[config.mk]
export PLATFORM = sky130hd
export DESIGN_NAME = mapa_leitor
export DESIGN_NICKNAME = d
export VERILOG_FILES = /design/src/rtl/mapa_leitor.sv
export SDC_FILE = /design/constraint.sdc
export NUM_CORES = 1
export LEC_CHECK = 0
export CAP_MARGIN = 20
export CELL_PAD_IN_SITES_DETAIL_PLACEMENT = 1
export CELL_PAD_IN_SITES_GLOBAL_PLACEMENT = 1
export CORE_MARGIN = 2
export CORE_UTILIZATION = 37
export CTS_CLUSTER_SIZE = 40
export DETAILED_ROUTE_END_ITERATION = 7
export PLACE_DENSITY_LB_ADDON = 0.15
export SETUP_SLACK_MARGIN = 0.3
export SLEW_MARGIN = 0
export SYNTH_ARGS = -nofsm -noshare
export SYNTH_HDL_FRONTEND = slang
export SYNTH_SLANG_ARGS = --single-unit
[constraint.sdc]
create_clock -name clk -period 3 [get_ports clk]
set_clock_uncertainty 0.15 [all_clocks]
set_input_delay 0.3 -clock clk [delete_from_list [all_inputs] [get_ports clk]]
set_output_delay 0.3 -clock clk [all_outputs]
set_load 0.03 [all_outputs]
[src/rtl/mapa_leitor.sv]
// mapa_leitor: read-side engine for the game map RAM, shared by collision lookup and free-cell search
//   clk, reset_n                  : clock, asynchronous active-low reset
//   cons_req/x/y/dir              : collision lookup request, head position, move direction
//   cons_ack/prox_x/prox_y/celula : lookup done pulse, next head position, cell content there
//   busca_req/x/y                 : free-cell search request and start cell
//   busca_ack/ok, livre_x/y       : search done pulse, found flag, found cell
//   mem_rd/x/y, mem_dado          : map read strobe, address, data (valid one cycle after mem_rd)
module mapa_leitor #(
    parameter int LARG = 32,
    parameter int ALT  = 24,
    parameter int XW   = $clog2(LARG),
    parameter int YW   = $clog2(ALT)
) (
    input  logic          clk,
    input  logic          reset_n,
    input  logic          cons_req,
    input  logic [XW-1:0] cons_x,
    input  logic [YW-1:0] cons_y,
    input  logic [1:0]    cons_dir,
    output logic          cons_ack,
    output logic [XW-1:0] cons_prox_x,
    output logic [YW-1:0] cons_prox_y,
    output logic [1:0]    cons_celula,
    input  logic          busca_req,
    input  logic [XW-1:0] busca_x,
    input  logic [YW-1:0] busca_y,
    output logic          busca_ack,
    output logic          busca_ok,
    output logic [XW-1:0] livre_x,
    output logic [YW-1:0] livre_y,
    output logic          mem_rd,
    output logic [XW-1:0] mem_x,
    output logic [YW-1:0] mem_y,
    input  logic [1:0]    mem_dado
);
    localparam int N  = LARG * ALT;
    localparam int CW = $clog2(N + 1);
    localparam logic [XW-1:0] XMAX = XW'(LARG - 1);
    localparam logic [YW-1:0] YMAX = YW'(ALT - 1);

    typedef enum logic [2:0] {OCIOSO, CONS_LE, CONS_AVALIA, BUSCA_LE, BUSCA_AVALIA, FIM} estado_t;

    estado_t       estado, prox;
    logic [XW-1:0] in_x, nx, bx, cur_x, ax;
    logic [YW-1:0] in_y, ny, by, cur_y, ay;
    logic [CW-1:0] cnt, cnt_inc;
    logic          livre, cheio;

    always_comb begin
        in_x    = (cons_x > XMAX) ? '0 : cons_x;
        in_y    = (cons_y > YMAX) ? '0 : cons_y;
        nx      = (cons_dir == 2'd2) ? ((in_x == '0) ? XMAX : in_x - 1'b1) :
                  (cons_dir == 2'd3) ? ((in_x == XMAX) ? '0 : in_x + 1'b1) : in_x;
        ny      = (cons_dir == 2'd0) ? ((in_y == '0) ? YMAX : in_y - 1'b1) :
                  (cons_dir == 2'd1) ? ((in_y == YMAX) ? '0 : in_y + 1'b1) : in_y;
        bx      = (busca_x > XMAX) ? '0 : busca_x;
        by      = (busca_y > YMAX) ? '0 : busca_y;
        // raster order: x first, then y, wrapping from the last cell back to (0,0)
        ax      = (cur_x == XMAX) ? '0 : cur_x + 1'b1;
        ay      = (cur_x != XMAX) ? cur_y : (cur_y == YMAX) ? '0 : cur_y + 1'b1;
        cnt_inc = cnt + 1'b1;
        cheio   = cnt_inc == CW'(N);
        livre   = mem_dado == 2'd0;
        mem_rd  = (estado == CONS_LE) || (estado == BUSCA_LE);
        mem_x   = (estado == CONS_LE) ? cons_prox_x : (estado == BUSCA_LE) ? cur_x : '0;
        mem_y   = (estado == CONS_LE) ? cons_prox_y : (estado == BUSCA_LE) ? cur_y : '0;
    end

    always_comb begin
        prox = estado;
        case (estado)
            OCIOSO:       prox = cons_req ? CONS_LE : busca_req ? BUSCA_LE : OCIOSO;
            CONS_LE:      prox = CONS_AVALIA;
            CONS_AVALIA:  prox = FIM;
            BUSCA_LE:     prox = BUSCA_AVALIA;
            BUSCA_AVALIA: prox = (livre || cheio) ? FIM : BUSCA_LE;
            default:      prox = OCIOSO;
        endcase
    end

    always_ff @(posedge clk or negedge reset_n) begin
        if (!reset_n) begin
            estado      <= OCIOSO;
            cons_ack    <= 1'b0;
            cons_prox_x <= '0;
            cons_prox_y <= '0;
            cons_celula <= '0;
            busca_ack   <= 1'b0;
            busca_ok    <= 1'b0;
            livre_x     <= '0;
            livre_y     <= '0;
            cur_x       <= '0;
            cur_y       <= '0;
            cnt         <= '0;
        end else begin
            estado    <= prox;
            cons_ack  <= estado == CONS_AVALIA;
            busca_ack <= (estado == BUSCA_AVALIA) && (livre || cheio);
            if (estado == OCIOSO && cons_req) begin
                cons_prox_x <= nx;
                cons_prox_y <= ny;
            end
            if (estado == OCIOSO && !cons_req && busca_req) begin
                cur_x <= bx;
                cur_y <= by;
                cnt   <= '0;
            end
            if (estado == CONS_AVALIA)
                cons_celula <= mem_dado;
            if (estado == BUSCA_AVALIA) begin
                if (livre) begin
                    busca_ok <= 1'b1;
                    livre_x  <= cur_x;
                    livre_y  <= cur_y;
                end else begin
                    cnt   <= cnt_inc;
                    cur_x <= ax;
                    cur_y <= ay;
                    if (cheio) begin
                        busca_ok <= 1'b0;
                        livre_x  <= '0;
                        livre_y  <= '0;
                    end
                end
            end
        end
    end
endmodule

==> impl_metrics.csv <==
group,metric,value,unit
synthesis,avgSynthCellArea,8.309,µm²
synthesis,yosys-top-cells-area,"dfrtp_1, nand2_1, nor2_1, mux2i_1, a21oi_1",
placed_design,place_ws,0.3635,ns
placed_design,numPortBuffers,63,
synthesis,synth_seq_cells,48,
drt,wl_per_cell,15.71,µm
layout,drive_above_1_share,6.601,%
layout,n_antenna_cell,0,
die,die_w,92.79,µm
layout,final_cell_mix,"clkdlybuf4s50_1, nand2_1, dfrtp_1, nor2_1, a21oi_1",
clock_tree,ctsResizeCount,0,
clock_tree,insertion_delay,0.31,ns
global_route,grt_util_all_layers,19.57,%
layout,final_util,49.06,%
sta,setup-tns-final,0,ns
synthesis,synthArstFlopShare,100.0,%
layout,final_common_cell,"clkdlybuf4s50_1",
worst_setup_path,crit_path_end_kind,"output port",
pwr,power_leakage,1.564,nW
drt,via_per_inst,5.417,
clock_tree,cts.sinks,48,
sta,finalWorstSetupSlack,0.4721,ns
layout,nets,446,
synthesis,synth_edf_count,0,
layout,stdcell_count,511,
synthesis,ys.warnings.count,0,
die,core_area,7687,µm²
global_route,grt_max_degree,49,
die,die_h,92.79,µm
worst_setup_path,worstSetupStartpoint,"estado[2]$_DFF_PN0_",
hold_path,hold_path_class,"reg2reg",
drt,first_pass_iters,4,
synthesis,syn_area,2917,µm²
worst_setup_path,critical_path_arrival,2.08,ns
drt,vias,2768,
synthesis,ys.flop_type,"dfrtp_1",
global_route,first_global_vias,2809,
outcome,outcome,"completed",
synthesis,synthDistinctLibCells,48,
clock_tree,path_clk_slew,0.09,ns
die,rows,32,
sta,fin_crit_sh,84.26,%
drt,totalWireLength,8028,µm
worst_setup_path,ff2ff_setup_slack,0.60,ns
worst_setup_path,worstSetupStartpointType,"flop",
drt,drc,0,
clock_tree,htree_levels,2,
worst_setup_path,cp.required,2.55,ns
run,drv_cap,0,
global_route,gr-total-overflow,0,
sta,max_freq,0.3956,GHz
sta,whs,0.3571,ns
sta,setup_viol,0,
worst_setup_path,path_class,"reg2out",
placed_design,hpwl,6000,µm
sta,slew_headroom,47.50,%
sta,tightest_slew,0.7875,ns
sta,finalHoldViolCount,0,
synthesis,yosysSeqAreaShare,41.18,%
sta,maxSlewViolCount,0,
global_route,grt_first_pass_wirelength,13410,µm
global_route,antenna_found_initial,0,
sta,fin_crit,2.528,ns
die,die_area,8609,µm²
worst_setup_path,critPathCapture,"mem_y[0]",
clock_tree,cts_made_buffers,5,
drt,drt-initial-drc-count,96,
synthesis,synth.net_count,389,
worst_setup_path,critPathMaxFanout,12,
placed_design,dp.cells,502,
drt,antenna_left,0,
die,initial_core_util,37.94,%
worst_setup_path,r2r_cells,5,
sta,rsz0062_at_grt,"no",
worst_setup_path,timing.rr.end,"estado[1]$_DFF_PN0_",
worst_setup_path,r2r-start,"cnt[3]$_DFF_PN0_",
clock_tree,cts_tree,"built",
pwr,peakVddDrop,0.0005233,V
synthesis,syn_inst,351,
clock_tree,clk_root_buffer_cell,"clkbuf_8",
placed_design,gp_congestion,0.8289,
die,pin_count,64,
synthesis,yosys.area.top_type,"dfrtp_1",
synthesis,yosysTopAreaCellShare,41.18,%
clock_tree,cts_buffer_depth,2,
layout,area_growth,29.30,%
pwr,power_density,909.3,nW/µm²
[cells by family (layout without fill, tap and decap cells)]
family / after synthesis / count (layout) / share of synthesized area, %
simple gates: 159 / 159 / 26.00
compound gates: 78 / 78 / 16.22
xor+xnor: 5 / 5 / 1.502
fa+ha+maj: 10 / 10 / 4.290
flops: 48 / 48 / 41.18
buf+inv: 33 / 91 / 4.419
mux: 18 / 18 / 6.392
[Yosys cell counts, drive strengths merged, types with 2 or more instances]
master,count
and3,5
or4,3
mux2,5
nor2,47
nand3,17
nor3,6
nor4b,2
o41ai,2
a31oi,6
a21oi,25
nand3b,2
nor3b,4
nor4,2
clkbuf,19
o21ai,24
buf,5
mux2i,13
xor2,3
nand4,3
dfrtp,48
o31ai,4
xnor2,2
nand2b,5
a211o,2
o211ai,4
o2111ai,2
ha,10
inv,9
nand4b,3
nand2,53
o311ai,2
[through the flow]
stage	area (µm²)	power, mW
after floorplan	2917	2.226
after global placement	3650	2.945
after detailed placement	3650	2.978
after CTS	3771	3.472
after global routing	3771	3.656
final	3771	3.429
[area by class of cell]
class                      count  area (µm²)
fill                         929        3916
multi-input combinational    270        1587
sequential                    48        1201
timing repair buffer          74       710.7
tap                          102       127.6
clock buffer                   5       68.82
clock inverter                 3       42.54
inverter                       9       33.78
[critical path, stage by stage (launching register included)]
cell and delay [ns]:
dfrtp_1 0.45, nand2b_1 0.37, nor2_1 0.24, clkdlybuf4s50_1 0.70
[how the worst min path moves through the flow]
stage,startpoint,endpoint,slack (ns),cells after the start
after floorplan,reset_n,busca_ack$_DFF_PN0_,-0.15,0
after global placement,reset_n,cnt[9]$_DFF_PN0_,0.30,2
after detailed placement,reset_n,cnt[8]$_DFF_PN0_,0.29,2
after global routing,busca_ok$_DFFE_PN0P_,busca_ok$_DFFE_PN0P_,0.39,2
final,busca_ok$_DFFE_PN0P_,busca_ok$_DFFE_PN0P_,0.36,2
after CTS,busca_ok$_DFFE_PN0P_,busca_ok$_DFFE_PN0P_,0.37,2
[repair_timing]
| action | 4_1_cts | 5_1_grt |
|---|---|---|
| setup endpoints to repair | 0 | 0 |
| endpoints found under the hold margin | 48 | 0 |
| hold buffers | 1 | 0 |
| buffers inserted | 0 | 0 |
[state kept, by name (all words and copies together), names as in the netlist]
| register | count |
|---|---|
| cnt | 10 |
| busca_ack | 1 |
| estado | 3 |
| cons_prox_x | 5 |
| cur_x | 5 |
| livre_x | 5 |
| cons_prox_y | 5 |
| livre_y | 5 |
| cons_celula | 2 |
| busca_ok | 1 |
| cons_ack | 1 |
| cur_y | 5 |
[per-layer routing]
layer / vias up / track usage, % / routed length, µm
li1: 1353 / - / -
met1: 1347 / 25.27 / 3688
met2: 58 / 33.70 / 3969
met3: 10 / 2.766 / 252
met4: 0 / 6.373 / 118
met5: - / 0 / 0
[power by group]
part	total (mW)	switching, mW	internal, mW
Sequential	1.17	0.269	0.899
Combinational	1.78	1.01	0.770
Clock	0.479	0.232	0.247
Note: power is estimated with default switching activity, not from simulation.
